### config.mk
export PLATFORM = sky130hd
export DESIGN_NAME = status_write_ctrl_flat
export DESIGN_NICKNAME = d
export VERILOG_FILES = /design/src/rtl/status_write_ctrl_if.sv /design/src/rtl/status_write_ctrl.sv /design/src/flat_wrapper.sv
export SDC_FILE = /design/constraint.sdc
export NUM_CORES = 1
export LEC_CHECK = 0
export CAP_MARGIN = 20
export CORE_ASPECT_RATIO = 1.75
export CORE_UTILIZATION = 45
export DETAILED_ROUTE_END_ITERATION = 8
export PLACE_DENSITY = 0.69
export SLEW_MARGIN = 20
export SYNTH_ARGS = -nofsm -noshare
export SYNTH_HDL_FRONTEND = slang
export SYNTH_SLANG_ARGS = --single-unit
### constraint.sdc
create_clock -name clk -period 3.5 [get_ports clk]
set_clock_uncertainty 0.1 [all_clocks]
set_input_delay 0.7 -clock clk [delete_from_list [all_inputs] [get_ports clk]]
set_output_delay 0.7 -clock clk [all_outputs]
set_load 0.02 [all_outputs]
### src/rtl/status_write_ctrl_if.sv
// Handshake and data bundle between the ALU/decoder control logic and the
// status-register write controller.
interface status_write_ctrl_if #(
    parameter int NumStatusBits = 6
);
    logic                     alu_req;
    logic                     alu_gnt;
    logic                     dec_req;
    logic [NumStatusBits-1:0] dec_status;
    logic                     dec_gnt;
    logic                     save_req;
    logic                     restore_req;
    logic [NumStatusBits-1:0] status_q;
    logic                     stat_wr_en;
    logic                     stat_sel_alu;
    logic [NumStatusBits-1:0] stat_dec_data;
    logic                     busy;
    logic                     stack_empty;
    logic                     stack_full;
    logic                     stack_err;

    modport master (
        output alu_req, dec_req, dec_status, save_req, restore_req, status_q,
        input  alu_gnt, dec_gnt, stat_wr_en, stat_sel_alu, stat_dec_data,
               busy, stack_empty, stack_full, stack_err
    );

    modport slave (
        input  alu_req, dec_req, dec_status, save_req, restore_req, status_q,
        output alu_gnt, dec_gnt, stat_wr_en, stat_sel_alu, stat_dec_data,
               busy, stack_empty, stack_full, stack_err
    );
endinterface

### src/rtl/status_write_ctrl.sv
// Status-register write arbiter (ALU vs decoder) with a shadow save/restore stack.
// Define STAT_CTRL_STACK_ERR_EN to build the sticky overflow/underflow flag.
module status_write_ctrl #(
    parameter int NumStatusBits = 6,
    parameter int StackDepth    = 4,
    parameter int MaxAluStreak  = 3
) (
    input logic                clk,
    input logic                res,
    status_write_ctrl_if.slave bus
);
    localparam int PtrW    = $clog2(StackDepth) + 1;
    localparam int StreakW = $clog2(MaxAluStreak + 1);

    typedef enum logic [1:0] {IDLE, RST_RD, RST_WR} state_e;

    state_e                   state_q, state_d;
    logic [PtrW-1:0]          ptr_q, ptr_d;
    logic [StreakW-1:0]       streak_q, streak_d;
    logic [NumStatusBits-1:0] stack_q [StackDepth];
    logic                     push;
    logic                     ptrEmpty, ptrFull, restoreTaken, gntPending;

    logic                     aluGnt_q, aluGnt_d;
    logic                     decGnt_q, decGnt_d;
    logic                     wrEn_q, wrEn_d;
    logic                     selAlu_q, selAlu_d;
    logic [NumStatusBits-1:0] decData_q, decData_d;
    logic                     busy_q, busy_d;
    logic                     empty_q, full_q;

    assign ptrEmpty     = (ptr_q == '0);
    assign ptrFull      = (ptr_q == PtrW'(StackDepth));
    assign restoreTaken = bus.restore_req && !ptrEmpty;
    // A grant pulse occupies the following edge so the requester can drop its req.
    assign gntPending   = aluGnt_q || decGnt_q;

    always_comb begin
        state_d   = state_q;
        ptr_d     = ptr_q;
        streak_d  = streak_q;
        push      = 1'b0;
        aluGnt_d  = 1'b0;
        decGnt_d  = 1'b0;
        wrEn_d    = 1'b0;
        selAlu_d  = 1'b0;
        decData_d = decData_q;
        busy_d    = 1'b0;

        case (state_q)
            IDLE: begin
                if (restoreTaken) begin
                    ptr_d   = ptr_q - PtrW'(1);
                    state_d = RST_RD;
                    busy_d  = 1'b1;
                end else if (bus.save_req && !bus.restore_req && !ptrFull) begin
                    push  = 1'b1;
                    ptr_d = ptr_q + PtrW'(1);
                end

                if (!restoreTaken && !gntPending) begin
                    if (bus.dec_req && streak_q == StreakW'(MaxAluStreak)) begin
                        decGnt_d  = 1'b1;
                        decData_d = bus.dec_status;
                    end else if (bus.alu_req) begin
                        aluGnt_d = 1'b1;
                    end else if (bus.dec_req) begin
                        decGnt_d  = 1'b1;
                        decData_d = bus.dec_status;
                    end
                end
                wrEn_d   = aluGnt_d || decGnt_d;
                selAlu_d = aluGnt_d;
            end
            RST_RD: begin
                decData_d = stack_q[ptr_q[PtrW-2:0]];
                state_d   = RST_WR;
                wrEn_d    = 1'b1;
                busy_d    = 1'b1;
            end
            RST_WR: begin
                state_d = IDLE;
            end
            default: begin
                state_d = IDLE;
            end
        endcase

        if (!bus.dec_req || decGnt_d) begin
            streak_d = '0;
        end else if (aluGnt_d && streak_q != StreakW'(MaxAluStreak)) begin
            streak_d = streak_q + StreakW'(1);
        end
    end

    always_ff @(posedge clk or posedge res) begin
        if (res) begin
            state_q   <= IDLE;
            ptr_q     <= '0;
            streak_q  <= '0;
            aluGnt_q  <= 1'b0;
            decGnt_q  <= 1'b0;
            wrEn_q    <= 1'b0;
            selAlu_q  <= 1'b0;
            decData_q <= '0;
            busy_q    <= 1'b0;
            empty_q   <= 1'b1;
            full_q    <= 1'b0;
        end else begin
            state_q   <= state_d;
            ptr_q     <= ptr_d;
            streak_q  <= streak_d;
            aluGnt_q  <= aluGnt_d;
            decGnt_q  <= decGnt_d;
            wrEn_q    <= wrEn_d;
            selAlu_q  <= selAlu_d;
            decData_q <= decData_d;
            busy_q    <= busy_d;
            empty_q   <= (ptr_d == '0);
            full_q    <= (ptr_d == PtrW'(StackDepth));
        end
    end

    // Stack storage needs no reset: entries are only read below the pointer.
    always_ff @(posedge clk) begin
        if (push) begin
            stack_q[ptr_q[PtrW-2:0]] <= bus.status_q;
        end
    end

`ifdef STAT_CTRL_STACK_ERR_EN
    logic err_q, err_d;

    always_comb begin
        err_d = err_q;
        if (state_q == IDLE &&
            ((bus.restore_req && ptrEmpty) ||
             (bus.save_req && !bus.restore_req && ptrFull))) begin
            err_d = 1'b1;
        end
    end

    always_ff @(posedge clk or posedge res) begin
        if (res) begin
            err_q <= 1'b0;
        end else begin
            err_q <= err_d;
        end
    end

    assign bus.stack_err = err_q;
`else
    assign bus.stack_err = 1'b0;
`endif

    assign bus.alu_gnt       = aluGnt_q;
    assign bus.dec_gnt       = decGnt_q;
    assign bus.stat_wr_en    = wrEn_q;
    assign bus.stat_sel_alu  = selAlu_q;
    assign bus.stat_dec_data = decData_q;
    assign bus.busy          = busy_q;
    assign bus.stack_empty   = empty_q;
    assign bus.stack_full    = full_q;
endmodule
### src/flat_wrapper.sv
// flat-port wrapper written by rule: the top's interface ports become plain ports
module status_write_ctrl_flat 
#(
    parameter int NumStatusBits = 6,
    parameter int StackDepth    = 4,
    parameter int MaxAluStreak  = 3
)
  (clk, res, bus_alu_req, bus_dec_req, bus_dec_status, bus_save_req, bus_restore_req, bus_status_q, bus_alu_gnt, bus_dec_gnt, bus_stat_wr_en, bus_stat_sel_alu, bus_stat_dec_data, bus_busy, bus_stack_empty, bus_stack_full, bus_stack_err);
  status_write_ctrl_if #(.NumStatusBits(NumStatusBits)) bus_i ();
  input logic clk;
  input logic res;
  input wire logic [$bits(bus_i.alu_req)-1:0] bus_alu_req;
  input wire logic [$bits(bus_i.dec_req)-1:0] bus_dec_req;
  input wire logic [$bits(bus_i.dec_status)-1:0] bus_dec_status;
  input wire logic [$bits(bus_i.save_req)-1:0] bus_save_req;
  input wire logic [$bits(bus_i.restore_req)-1:0] bus_restore_req;
  input wire logic [$bits(bus_i.status_q)-1:0] bus_status_q;
  output wire logic [$bits(bus_i.alu_gnt)-1:0] bus_alu_gnt;
  output wire logic [$bits(bus_i.dec_gnt)-1:0] bus_dec_gnt;
  output wire logic [$bits(bus_i.stat_wr_en)-1:0] bus_stat_wr_en;
  output wire logic [$bits(bus_i.stat_sel_alu)-1:0] bus_stat_sel_alu;
  output wire logic [$bits(bus_i.stat_dec_data)-1:0] bus_stat_dec_data;
  output wire logic [$bits(bus_i.busy)-1:0] bus_busy;
  output wire logic [$bits(bus_i.stack_empty)-1:0] bus_stack_empty;
  output wire logic [$bits(bus_i.stack_full)-1:0] bus_stack_full;
  output wire logic [$bits(bus_i.stack_err)-1:0] bus_stack_err;
  assign bus_i.alu_req = bus_alu_req;
  assign bus_i.dec_req = bus_dec_req;
  assign bus_i.dec_status = bus_dec_status;
  assign bus_i.save_req = bus_save_req;
  assign bus_i.restore_req = bus_restore_req;
  assign bus_i.status_q = bus_status_q;
  assign bus_alu_gnt = bus_i.alu_gnt;
  assign bus_dec_gnt = bus_i.dec_gnt;
  assign bus_stat_wr_en = bus_i.stat_wr_en;
  assign bus_stat_sel_alu = bus_i.stat_sel_alu;
  assign bus_stat_dec_data = bus_i.stat_dec_data;
  assign bus_busy = bus_i.busy;
  assign bus_stack_empty = bus_i.stack_empty;
  assign bus_stack_full = bus_i.stack_full;
  assign bus_stack_err = bus_i.stack_err;
  status_write_ctrl #(.NumStatusBits(NumStatusBits), .StackDepth(StackDepth), .MaxAluStreak(MaxAluStreak)) u_core (.clk(clk), .res(res), .bus(bus_i));
endmodule
==> results.sh <==
export IMPL_status="completed"
export IMPL_crit_path_end_kind="register"
export IMPL_clockRootBuffer="clkbuf_8"
export IMPL_cts_hold_buffers=0
export IMPL_p_leak_nw=0.947
export IMPL_drcViolationCount=0
export IMPL_multiInputGateArea_um2=706
export IMPL_n_fill_cell=343
export IMPL_clock_latency_ns=0.30
export IMPL_ys_warn_count=0
export IMPL_tns_ns=0
export IMPL_p_switching_w=0.000657
export IMPL_post_cts_buffers=0
export IMPL_final_nets=197
export IMPL_num_rows=31
export IMPL_power_frac_comb=0.413
export IMPL_fmax_mhz=391
export IMPL_ios=32
export IMPL_sequentialPowerShare=0.389
export IMPL_h_tree_depth=2
export IMPL_grt_max_degree=20
export IMPL_drive_gt1_frac=0.109
export IMPL_crit_slowest_cell="dfrtp_1"
export IMPL_area_delta_synth_final_pct=22.4
export IMPL_first_pass_iters=4
export IMPL_finalHoldViolations=0
export IMPL_netlist_cell_type_count=40
export IMPL_synth_cells=143
export IMPL_drtIter0Drc=19
export IMPL_gr_total_overflow=0
export IMPL_placed_area_mm2=0.00229
export IMPL_cp_slowest_stage_delay_ns=0.57
export IMPL_antenna_found_initial=0
export IMPL_path_max_fanout=12
export IMPL_die_area_mm2=0.00464
export IMPL_seq_area_frac_synth=0.611
export IMPL_fin_area_mm2=0.00240
export IMPL_path_clk_slew_ns=0.08
export IMPL_via_per_inst=5.48
export IMPL_finalSetupViolations=0
export IMPL_startpoint_type="register"
export IMPL_core_mm2=0.00415
export IMPL_hold_class="reg2reg"
export IMPL_gp_congestion=0.843
export IMPL_grt_pass1_wl_um=5840
export IMPL_slew_violations=0
export IMPL_cp_required_ns=3.64
export IMPL_clkPwrFrac=0.198
export IMPL_clock_path_buffers=2
export IMPL_num_antenna_cells=0
export IMPL_place_hpwl_um=2820
export IMPL_crit_family="compound AO/OA/AOI/OAI gates"
export IMPL_p_int_w=0.00124
export IMPL_portBuffers=30
export IMPL_peakVddDrop_mv=0.613
export IMPL_route_vias_total=1223
export IMPL_rsz0062_at_grt="false"
export IMPL_wl_um=3750
export IMPL_synth_area_mm2=0.00196
export IMPL_die_y_um=89.3
export IMPL_die_width_um=51.9
export IMPL_wl_per_cell_um=16.8
export IMPL_grt_pass1_vias=1296
export IMPL_crit_chain="inv_1 -> ha_1 -> a21boi_0 -> and4_1 -> o21a_1 -> o21ba_2"
export IMPL_ys_ff_latch=43
export IMPL_layout_min_cycle_time_ns=2.56
export IMPL_slew_headroom=0.523
export IMPL_maxCapViolations=0
export IMPL_post_route_period_util=0.731
export IMPL_ant_nets=0
export IMPL_grt_usage=0.180
export IMPL_critical_path_arrival_ns=2.70
export IMPL_cts_tree="yes"
export IMPL_numCtsBuffers=5
export IMPL_regArea_mm2=0.00120
export IMPL_post_cts_resized=0
export IMPL_crit_buf_inv=1
export IMPL_clock_sinks=43
export IMPL_synth_avg_cell_area_um2=13.7
export IMPL_worst_slew_pin_slew_ns=0.715
export IMPL_p_per_area_mw_per_mm2=791
export IMPL_synthesis_nets=167
export IMPL_netSwitchingFraction=0.346
export IMPL_start_util=0.472
export IMPL_path_class="reg2reg"
flip-flops by register name, indices dropped and copies added (netlist names), 2 cells and up:
signal and flops:
u_core.bus.stat_dec_data 6, u_core.ptr_q 3, u_core.stack_q 24, u_core.state_q 2, u_core.streak_q 2
layout make-up:
cell class	count	area share
clock buffers	6	0.0302
clock inverters	2	0.0151
inverters	5	0.00782
multi-input cells	87	0.294
flip-flops and latches	43	0.499
well taps	49	0.0255
repair buffers	31	0.128
metal layers:
metal  up-vias  part of all wire  GRT usage
met3        11             0.033     0.0425
met1       595              0.36      0.171
met2        27              0.58      0.338
met4         0             0.029      0.101
met5         -                 0          0
li1        590                 -          -
power by group through the flow:
stage | Combinational [W] | Clock (W) | Sequential, W
2_1_floorplan | 0.000473 | 0 | 0.000799
5_1_grt | 0.000854 | 0.000399 | 0.000752
3_5_place_dp | 0.000788 | 0 | 0.000747
3_3_place_gp | 0.000766 | 0 | 0.000742
6_report | 0.000785 | 0.000376 | 0.000738
4_1_cts | 0.000792 | 0.000382 | 0.000737
cells in the mapped netlist:
cell type / instances / area share
a21oi_1: 3 / 0.0077
conb_1: 1 / 0.0019
o31ai_1: 6 / 0.023
nor2b_1: 1 / 0.0032
o31a_1: 1 / 0.0045
nor2_1: 6 / 0.011
dfstp_2: 1 / 0.013
buf_2: 1 / 0.0026
and4_1: 2 / 0.0089
and3_1: 3 / 0.0096
inv_1: 5 / 0.0096
o21ba_2: 1 / 0.0051
and3b_1: 1 / 0.0045
or2_2: 1 / 0.0032
xnor2_1: 1 / 0.0045
a2111oi_4: 1 / 0.014
ha_1: 6 / 0.038
a22o_1: 1 / 0.0045
a211o_1: 1 / 0.0045
nand2b_1: 3 / 0.0096
a22oi_1: 6 / 0.023
edfxtp_1: 24 / 0.37
o21a_1: 1 / 0.0038
nor3_1: 3 / 0.0077
nand4b_1: 1 / 0.0045
nand2_1: 3 / 0.0057
buf_4: 2 / 0.0077
nand2b_4: 1 / 0.0070
a32oi_1: 1 / 0.0045
nand3_1: 1 / 0.0026
o211ai_1: 1 / 0.0038
clkbuf_1: 5 / 0.0096
a21boi_0: 2 / 0.0077
mux2i_1: 7 / 0.036
mux2_1: 6 / 0.034
nand3b_1: 1 / 0.0038
mux2_2: 6 / 0.034
and2_1: 4 / 0.013
o21ai_0: 4 / 0.010
dfrtp_1: 18 / 0.23
layout by cell type, fill, tap and decap left out, drive strengths merged:
cell type	count
o211ai	1
a21oi	3
bufinv	1
nand2	3
nor2	6
and2	4
a2111oi	1
edfxtp	24
o31a	1
and3	3
a211o	1
dfrtp	18
a22oi	6
nor2b	1
a32oi	1
mux2	12
dfstp	1
conb	1
buf	1
clkdlybuf4s50	30
clkbuf	6
nand4b	1
nand2b	4
nor3	3
o21ba	1
o21ai	4
o31ai	6
xnor2	1
and3b	1
inv	6
mux2i	7
o21a	1
a22o	1
nand3b	1
nand3	1
a21boi	2
and4	2
or2	1
ha	6
path summary, 6_finish.rpt:
path                                                         startpoint                                       to  slack, ns  cells past startpoint
worst max-delay path                          u_core.ptr_q[1]$_DFF_PP0_         u_core.bus.stack_empty$_DFF_PP1_       0.94                      6
worst min-delay path            u_core.bus.stat_dec_data[3]$_DFFE_PP0P_  u_core.bus.stat_dec_data[3]$_DFFE_PP0P_       0.41                      1
worst max register to register                u_core.ptr_q[1]$_DFF_PP0_         u_core.bus.stack_empty$_DFF_PP1_       0.94                      6
worst min register to register  u_core.bus.stat_dec_data[3]$_DFFE_PP0P_  u_core.bus.stat_dec_data[3]$_DFFE_PP0P_       0.41                      1
max in group asynchronous                                           res                u_core.ptr_q[2]$_DFF_PP0_       2.13                      2
min in group asynchronous                                           res  u_core.bus.stat_dec_data[4]$_DFFE_PP0P_       0.71                      2
worst register-to-register path, delay by kind of cell (launching register included):
| family | cells | cell delay [ns] |
|---|---|---|
| AOI/OAI and AO/OA | 3 | 0.82 |
| buffers and inverters | 1 | 0.18 |
| DFF | 1 | 0.57 |
| and+or+nand+nor | 1 | 0.55 |
| adders and majority gates | 1 | 0.28 |
metrics by stage:
stage / hold slack (ns) / total power (W) / utilization / instances / setup slack [ns]
final: 0.407 / 0.00190 / 0.578 / 223 / 0.942
after global routing: 0.424 / 0.00200 / 0.578 / 223 / 0.697
after CTS: 0.412 / 0.00191 / 0.578 / 223 / 0.965
after detailed placement: 0.392 / 0.00154 / 0.552 / 215 / 0.843
after global placement: 0.383 / 0.00151 / 0.552 / 215 / 0.903
after floorplan: 0.365 / 0.00127 / - / 143 / 1.02
cell families (layout without fill, tap and decap cells):
family | Yosys count | after routing | synth area share
compound gates | 29 | 29 | 0.116
xor+xnor | 1 | 1 | 0.00447
fa+ha+maj | 6 | 6 | 0.0383
buf+inv | 13 | 44 | 0.0294
flops | 43 | 43 | 0.611
mux | 19 | 19 | 0.105
other cells | 1 | 1 | 0.00191
simple gates | 31 | 31 | 0.0944
(Power assumes the default switching activity.)
